[config.mk]
export PLATFORM = sky130hd
export DESIGN_NAME = instgen
export DESIGN_NICKNAME = d
export VERILOG_FILES = /design/src/rtl/npu_pkg.sv /design/src/rtl/instgen_addr_walker.sv /design/src/rtl/instgen.sv
export SDC_FILE = /design/constraint.sdc
export NUM_CORES = 2
export LEC_CHECK = 0
export BUFFER_PORTS_ARGS = -buffer_cell sky130_fd_sc_hd__buf_2
export CORE_UTILIZATION = 54
export DETAILED_ROUTE_END_ITERATION = 10
export GPL_TIMING_DRIVEN = 0
export PLACE_DENSITY = 0.82
export SLEW_MARGIN = 20
export SYNTH_ARGS = -nofsm -noshare
export SYNTH_HDL_FRONTEND = slang
export SYNTH_SLANG_ARGS = --single-unit
[constraint.sdc]
create_clock -name clk -period 9.4 [get_ports clk]
set_input_delay 2.82 -clock clk [delete_from_list [all_inputs] [get_ports clk]]
set_output_delay 2.82 -clock clk [all_outputs]
set_load 0.02 [all_outputs]
[src/rtl/npu_pkg.sv]
// Shared NPU definitions: bus/address widths, the latched layer configuration
// and the instruction generator state encoding.
package npu_pkg;

  localparam int XLEN            = 32;
  localparam int ADDR_WIDTH      = 32;
  localparam int FRAM_ADDR_WIDTH = 20;
  localparam int KRAM_ADDR_WIDTH = 16;

  typedef enum logic {
    IG_IDLE  = 1'b0,
    IG_ISSUE = 1'b1
  } instgen_state_t;

  // Per-layer instruction fields held constant while a layer is being issued
  typedef struct packed {
    logic [XLEN-1:0]            chin;
    logic [XLEN-1:0]            chout;
    logic [XLEN-1:0]            width;
    logic [XLEN-1:0]            height;
    logic [7:0]                 kernel_sizeh;
    logic [7:0]                 kernel_sizew;
    logic                       has_bias;
    logic                       has_relu;
    logic [7:0]                 stride;
    logic [XLEN-1:0]            out_width;
    logic [XLEN-1:0]            out_height;
    logic [KRAM_ADDR_WIDTH-1:0] kernel_base;
  } layer_cfg_t;

endpackage

[src/rtl/instgen_addr_walker.sv]
// Raster walker over the output plane: ox/oy counters plus the feature-window
// and write-back address accumulators, all advanced with adders only.
module instgen_addr_walker
  import npu_pkg::*;
#(
  parameter int W = XLEN
) (
  input  logic         clk,
  input  logic         rst,
  input  logic         start,
  input  logic         advance,
  input  logic [W-1:0] feat_base,
  input  logic [W-1:0] wb_base,
  input  logic [W-1:0] col_step,
  input  logic [W-1:0] row_step,
  input  logic [W-1:0] out_width,
  output logic [W-1:0] ox,
  output logic [W-1:0] oy,
  output logic [W-1:0] feat,
  output logic [W-1:0] wb
);

  localparam logic [W-1:0] ONE = W'(1);

  logic [W-1:0] row_feat;

  always_ff @(posedge clk) begin
    if (rst) begin
      ox       <= '0;
      oy       <= '0;
      feat     <= '0;
      wb       <= '0;
      row_feat <= '0;
    end else if (start) begin
      ox       <= '0;
      oy       <= '0;
      feat     <= feat_base;
      wb       <= wb_base;
      row_feat <= feat_base;
    end else if (advance) begin
      wb <= wb + ONE;
      // ox < out_width always holds here, so ox+1 cannot overflow
      if (ox + ONE < out_width) begin
        ox   <= ox + ONE;
        feat <= feat + col_step;
      end else begin
        ox       <= '0;
        oy       <= oy + ONE;
        row_feat <= row_feat + row_step;
        feat     <= row_feat + row_step;
      end
    end
  end

endmodule

[src/rtl/instgen.sv]
// Convolution instruction generator: latches one layer config and issues one
// instruction per output pixel in raster order, tlast on the final pixel.
module instgen
  import npu_pkg::*;
#(
  parameter int ADDR_WIDTH      = npu_pkg::ADDR_WIDTH,
  parameter int XLEN            = npu_pkg::XLEN,
  parameter int FRAM_ADDR_WIDTH = npu_pkg::FRAM_ADDR_WIDTH,
  parameter int KRAM_ADDR_WIDTH = npu_pkg::KRAM_ADDR_WIDTH
) (
  input  logic                       clk,
  input  logic                       rst,
  input  logic [ADDR_WIDTH-1:0]      feature_baseaddr,
  input  logic [ADDR_WIDTH-1:0]      kernel_baseaddr,
  input  logic [XLEN-1:0]            feature_width,
  input  logic [XLEN-1:0]            feature_height,
  input  logic [XLEN-1:0]            feature_chin,
  input  logic [XLEN-1:0]            feature_chout,
  input  logic [7:0]                 kernel_sizeh,
  input  logic [7:0]                 kernel_sizew,
  input  logic                       has_bias,
  input  logic                       has_relu,
  input  logic [7:0]                 stride,
  input  logic [ADDR_WIDTH-1:0]      output_baseaddr,
  input  logic [XLEN-1:0]            output_width,
  input  logic [XLEN-1:0]            output_height,
  input  logic                       csrcmd_valid,
  output logic                       instgen_ready,
  output logic [FRAM_ADDR_WIDTH-1:0] stride_feature_baseaddr,
  output logic [KRAM_ADDR_WIDTH-1:0] stride_kernel_baseaddr,
  output logic [XLEN-1:0]            stride_feature_chin,
  output logic [XLEN-1:0]            stride_feature_chout,
  output logic [XLEN-1:0]            stride_feature_width,
  output logic [XLEN-1:0]            stride_feature_height,
  output logic [7:0]                 stride_kernel_sizeh,
  output logic [7:0]                 stride_kernel_sizew,
  output logic                       stride_has_bias,
  output logic                       stride_has_relu,
  output logic [FRAM_ADDR_WIDTH-1:0] stride_wb_baseaddr,
  output logic [XLEN-1:0]            stride_wb_ch_offset,
  output logic                       inst_valid,
  output logic                       tlast,
  input  logic                       decoder_ready
);

  localparam logic [XLEN-1:0] ONE = XLEN'(1);

  instgen_state_t  state_q, state_d;
  layer_cfg_t      cfg_q;
  logic [XLEN-1:0] row_step_q;
  logic [XLEN-1:0] ch_offset_q;
  logic            empty_q;

  logic            start;
  logic            xfer;
  logic            last;
  logic            advance;
  logic [XLEN-1:0] ox, oy, feat, wb;

  assign start = (state_q == IG_IDLE) && csrcmd_valid;

  always_ff @(posedge clk) begin
    if (rst) begin
      state_q     <= IG_IDLE;
      cfg_q       <= '0;
      row_step_q  <= '0;
      ch_offset_q <= '0;
      empty_q     <= 1'b0;
    end else begin
      state_q <= state_d;
      if (start) begin
        cfg_q.chin         <= feature_chin;
        cfg_q.chout        <= feature_chout;
        cfg_q.width        <= feature_width;
        cfg_q.height       <= feature_height;
        cfg_q.kernel_sizeh <= kernel_sizeh;
        cfg_q.kernel_sizew <= kernel_sizew;
        cfg_q.has_bias     <= has_bias;
        cfg_q.has_relu     <= has_relu;
        cfg_q.stride       <= stride;
        cfg_q.out_width    <= output_width;
        cfg_q.out_height   <= output_height;
        cfg_q.kernel_base  <= kernel_baseaddr[KRAM_ADDR_WIDTH-1:0];
        // One multiply per layer; the per-pixel walk only adds
        row_step_q         <= feature_width * XLEN'(stride);
        ch_offset_q        <= output_width * output_height;
        empty_q            <= (output_width == '0) || (output_height == '0);
      end
    end
  end

  always_comb begin
    state_d = state_q;
    case (state_q)
      IG_IDLE:  if (csrcmd_valid) state_d = IG_ISSUE;
      IG_ISSUE: if (empty_q || (xfer && last)) state_d = IG_IDLE;
      default:  state_d = IG_IDLE;
    endcase
  end

  // An empty layer spends one cycle in ISSUE with nothing valid
  assign inst_valid    = (state_q == IG_ISSUE) && !empty_q;
  assign instgen_ready = (state_q == IG_IDLE);
  assign last          = (ox == cfg_q.out_width - ONE) && (oy == cfg_q.out_height - ONE);
  assign tlast         = inst_valid && last;
  assign xfer          = inst_valid && decoder_ready;
  assign advance       = xfer && !last;

  instgen_addr_walker #(.W(XLEN)) u_walker (
    .clk       (clk),
    .rst       (rst),
    .start     (start),
    .advance   (advance),
    .feat_base (XLEN'(feature_baseaddr)),
    .wb_base   (XLEN'(output_baseaddr)),
    .col_step  (XLEN'(cfg_q.stride)),
    .row_step  (row_step_q),
    .out_width (cfg_q.out_width),
    .ox        (ox),
    .oy        (oy),
    .feat      (feat),
    .wb        (wb)
  );

  assign stride_feature_baseaddr = feat[FRAM_ADDR_WIDTH-1:0];
  assign stride_wb_baseaddr      = wb[FRAM_ADDR_WIDTH-1:0];
  assign stride_kernel_baseaddr  = cfg_q.kernel_base;
  assign stride_feature_chin     = cfg_q.chin;
  assign stride_feature_chout    = cfg_q.chout;
  assign stride_feature_width    = cfg_q.width;
  assign stride_feature_height   = cfg_q.height;
  assign stride_kernel_sizeh     = cfg_q.kernel_sizeh;
  assign stride_kernel_sizew     = cfg_q.kernel_sizew;
  assign stride_has_bias         = cfg_q.has_bias;
  assign stride_has_relu         = cfg_q.has_relu;
  assign stride_wb_ch_offset     = ch_offset_q;

  logic unused_bits;
  assign unused_bits = ^{kernel_baseaddr[ADDR_WIDTH-1:KRAM_ADDR_WIDTH],
                         feat[XLEN-1:FRAM_ADDR_WIDTH], wb[XLEN-1:FRAM_ADDR_WIDTH]};

endmodule

Word level (Yosys, flattened, before mapping)
Cells that the tools add are included.

$add $sub $neg: 7. $mul: 2. Order comparisons: 1. Eq/ne operators: 3. Mux-type cells: 12. Bitwise gates (word level): 2. Reduce and logical (&&, ||, !) cells: 17.

Operator list (number): 2-to-1 mux 32 bit (9); adder 32 x 1 -> 32 bit (second input constant) (3); == test 32 bit (2); zero test 32 bit (2); subtractor 32 x 1 -> 32 bit (second input constant) (2); adder 32 bit (1); adder 32 x 8 -> 32 bit (1); less-than comparator 32 bit (1); multiplier 32 x 32 -> 32 bit (1); multiplier 32 x 8 -> 32 bit (1); logical AND 1 bit (7); AND reduction 2 bit (2); zero test 1 bit (2); logical OR 1 bit (2); 2-to-1 mux 1 bit (2); inequality test 2 bit (second input constant) (1); inverter 1 bit (2); one-hot mux 1 bit (2 select lines) (1); nonzero test 2 bit (1); OR reduction 2 bit (1).

Flip-flop bits (word level): 460. Input bits: 318. Output and inout port bits: 237. Word-level logic and storage cells: 65.

Longest topological paths before layout
Word-level depth: 7. Gate-level depth with buffers: 30.

By module
From an unflattened synthesis, not the netlist that was laid out.

Cell total of the unflattened synthesis: 5856. Area total of the unflattened synthesis: 47670.7 um^2.

By module, submodules not included: instgen (times used 1, cells each 4325, area each 35945.7 um^2); instgen_addr_walker (times used 1, cells each 1531, area each 11725.0 um^2).

Worst setup path after synthesis
Ideal clock, no wire load.

Path kind: in2reg. From: input port output_width[7]. To: register ch_offset_q[31], in the netlist stride_wb_ch_offset[31]. Setup time: 0.074 ns. Arrival: 9.319 ns. Required time: 9.326 ns. Slack: 0.007 ns. Stages on the path: 26. Buffers on the path: 2. Cell sequence: clkbuf_1 -> clkbuf_1 -> nand2_1 -> fa_1 -> inv_1 -> fa_1 -> fa_1 -> inv_1 -> fa_1 -> inv_1 -> fa_1 -> ha_1 -> fa_1 -> inv_1 -> fa_1 -> inv_1 -> ha_1 -> a211o_1 -> a311o_1 -> a31o_2 -> o41ai_1 -> o22ai_1 -> o21ai_0 -> a211oi_1 -> a21o_1 -> a31oi_1.

Longest elaborated chain between the ends: 1.

RTL lines: start, declared (line instgen.sv:25) `input logic [XLEN-1:0] output_width,`; multiplier 32 x 32 -> 32 bit (line instgen.sv:86) `ch_offset_q <= output_width * output_height;`; end signal, assigned (line instgen.sv:86); end, declared (line instgen.sv:51) `logic [XLEN-1:0] ch_offset_q;`.

Every way passes these cells. A chain may end at the register's enable or synchronous reset.

Worst setup path in the final report
From: input port output_width[19]. To: register ch_offset_q[31], in the netlist stride_wb_ch_offset[31].

Same word-level chain as after synthesis.

==> results.sh <==
export IMPL_synth_top_cell_area_share_pct=24.0
export IMPL_crit_arrival_ns=9.74
export IMPL_grt_max_degree=19
export IMPL_cts_root_buf="clkbuf_16"
export IMPL_period_share_pct=99.3
export IMPL_drtIter0Drc=3751
export IMPL_final_cell_area_um2=47100
export IMPL_power_leakage_nw=21.8
export IMPL_yosys_area_share_adder_pct=30.5
export IMPL_hold_viol_final=0
export IMPL_async_reset_ff_share_pct=0
export IMPL_layout_nets=6608
export IMPL_vias=39000
export IMPL_place_hpwl_mm=127
export IMPL_synth_area_um2=41200
export IMPL_fin_ws_ns=0.0645
export IMPL_timing_setup_tns_ns=0
export IMPL_hold_class="flip-flop to flip-flop"
export IMPL_cap_violations=0
export IMPL_crit_family="adder cells"
export IMPL_cpMostUsedCell="fa_1"
export IMPL_grt_usage_pct=40.5
export IMPL_synth_warnings=0
export IMPL_synth_edff_count=0
export IMPL_cts_path_max_buffers=3
export IMPL_grt_pass1_wl_mm=235
export IMPL_synth_most_common_cell="nand2_1"
export IMPL_period_minus_slack_ns=9.34
export IMPL_power_total_w=0.0221
export IMPL_ys_types=76
export IMPL_status="finished, final reports clean"
export IMPL_drive_above_1_share_pct=15.7
export IMPL_synth_main_ff_cell="dfxtp_1"
export IMPL_crit_path_max_incr_delay_ns=0.59
export IMPL_fp_coreArea_um2=74900
export IMPL_pwr_density_cell_nw_per_um2=469
export IMPL_synth_net_count=6076
export IMPL_dieArea_um2=77500
export IMPL_die_y_um=278
export IMPL_slowest_stage="fa_1"
export IMPL_synth_compound_area_share_pct=10.1
export IMPL_drt_pass1_iter_count=6
export IMPL_first_global_vias=39000
export IMPL_syn_area_per_cell_um2=8.17
export IMPL_vias_per_cell=5.91
export IMPL_wl_mm=158
export IMPL_path_clk_slew_ns=0.06
export IMPL_nFillCells=6645
export IMPL_hold_slack_ns=0.454
export IMPL_synth_xor_area_share_pct=5.73
export IMPL_cp_start_kind="primary input"
export IMPL_wl_per_cell_um=23.9
export IMPL_port_buffers=495
export IMPL_rsz0062_at_grt="true"
export IMPL_setup_violations=0
export IMPL_core_rowCount=100
export IMPL_yosys_area_share_simple_pct=22.3
export IMPL_overflow=0
export IMPL_synth_top_family_by_area="adder cells"
export IMPL_area_growth_pct=14.1
export IMPL_postCtsHoldBufs=0
export IMPL_place_gp_congestion=1.03
export IMPL_die_w_um=278
export IMPL_placed_area_um2=44900
export IMPL_ys_top_cells_by_area="fa_1, dfxtp_1, nand2_1"
export IMPL_route_detailed_drc=0
export IMPL_critPathRequiredTime_ns=9.81
export IMPL_crit_buf_inv=5
export IMPL_clock_sinks=412
export IMPL_synth_common_cells="nand2_1, inv_1, fa_1, dfxtp_1, a21oi_1"
export IMPL_cts_buffers=49
export IMPL_cts_max_level=2
export IMPL_io_pins=555
export IMPL_grt_antenna_before_repair=21
export IMPL_yosys_mux_area_fraction_pct=0.683
export IMPL_slew_viol_final=0
export IMPL_synth_seq_area_share_pct=20.0
export IMPL_worst_pin_slew_ns=1.15
export IMPL_maxClockFrequency_ghz=0.107
export IMPL_yosysTopAreaCell="fa_1"
export IMPL_syn_instance_count=5049
export IMPL_slew_headroom_pct=22.3
export IMPL_insertion_delay_ns=0.60
export IMPL_skew_ns=0.0431
export IMPL_cts_tree="built"
export IMPL_antenna_left=0
export IMPL_dp_slack_ns=-1.70
export IMPL_crit_path_end_kind="flip-flop"
export IMPL_synth_seq_cells=412
export IMPL_crit_type="primary input to flip-flop"
export IMPL_start_util_pct=55.0
export IMPL_peakVddDrop_mv=0.871
export IMPL_crit_chain="buf_2 -> clkbuf_2 -> and2_1 -> fa_1 -> fa_1 -> fa_1 -> inv_1 -> fa_1 -> inv_1 -> fa_1 -> fa_1 -> fa_1 -> fa_1 -> ha_1 -> and3_1 -> nor2_1 -> a21oi_2 -> o41ai_4 -> buf_4 -> o22ai_2 -> o21ai_2 -> a211oi_2 -> a21o_1 -> a31oi_1"
export IMPL_critPathMaxFanout=10
registers in the layout, summed over array words and instances (netlist names), 16 cells and up:
name                    cells
cfg_q                      72
stride_feature_chin        32
stride_feature_chout       32
stride_feature_height      32
stride_feature_width       32
stride_wb_ch_offset        32
u_walker.ox                32
u_walker.oy                32
row_step_q                 20
u_walker.feat              20
u_walker.row_feat          20
u_walker.wb                20
stride_kernel_baseaddr     16
layer usage:
layer	GRT usage, %	part of all wire [%]	vias to the layer above	wire (µm)
li1	-	-	17100	-
met1	49.5	36	18800	57100
met2	62.8	44	2549	69500
met3	12.7	13	621	20100
met4	23.5	6.9	16	10800
met5	0	0.064	-	101
repair_timing:
item,in CTS,in global routing
pin swaps,1,14
setup endpoints to repair,16,7
gates resized for setup,123,119
setup buffers,1,0
power breakdown:
| part | switching (W) | internal [W] |
|---|---|---|
| combinational | 0.0106 | 0.00746 |
| sequential | 0.000144 | 0.00193 |
| clock | 0.000817 | 0.00111 |
| total | 0.0116 | 0.0105 |
per-stage QoR:
step / instances / util [%]
after floorplan: 5049 / -
final: 6607 / 62.8
after CTS: 6592 / 62.4
after global routing: 6597 / 62.7
after detailed placement: 6513 / 60.0
after global placement: 6513 / 59.9
worst paths after layout:
path,cells after the start,end,start,slack (ns)
worst max-delay path,24,stride_wb_ch_offset[31],output_width[19],0.06
worst min-delay path,2,stride_feature_height[21],stride_feature_height[21],0.45
worst max register to register,19,u_walker.ox[18],u_walker.ox[5],2.57
worst min register to register,2,stride_feature_height[21],stride_feature_height[21],0.45
cells by family after synthesis:
logic type | count (synthesis)
compound gates | 694
flops | 412
buf+inv | 999
simple gates | 1937
fa+ha+maj | 709
xor+xnor | 270
mux | 28
cells in the final DEF (no fill, tap or decap), types with 13 or more instances in the layout:
cell type,synthesis,routed
a211oi_1,41,38
a21o_1,23,23
a21oi_1,375,373
a31oi_1,17,17
and2_1,372,372
and3_1,35,34
buf_2,16,509
buf_4,163,181
clkbuf_1,272,195
clkbuf_16,0,52
clkbuf_2,1,13
clkbuf_4,0,19
clkbuf_8,0,13
dfxtp_1,412,412
diode_2,0,18
fa_1,494,489
ha_1,215,210
inv_1,534,534
mux2i_1,27,27
nand2_1,979,979
nand2b_1,14,14
nand3_1,88,87
nand3b_1,15,15
nand4_1,41,41
nor2_1,175,174
nor3_1,70,70
nor4_1,53,53
o21ai_0,91,90
o31ai_1,14,14
or3_1,19,18
or4_1,16,16
xnor2_1,194,193
xor2_1,76,76
final cells by class:
class / count / area [µm²] / area share [%]
clock buffers: 67 / 1410 / 2.99
multi-input cells: 3638 / 28700 / 61.1
clock inverters: 23 / 203 / 0.431
plain buffers: 450 / 2690 / 5.73
diodes: 18 / 45.0 / 0.0957
repair buffers: 496 / 2510 / 5.34
flip-flops and latches: 412 / 8250 / 17.5
well taps: 969 / 1210 / 2.58
inverters: 534 / 2000 / 4.26
worst min-delay path, stage by stage (launching register included):
cell     delay [ns]
dfxtp_1        0.31
nand2_1        0.05
a21oi_1        0.05
Note: power is estimated with default switching activity, not from simulation.
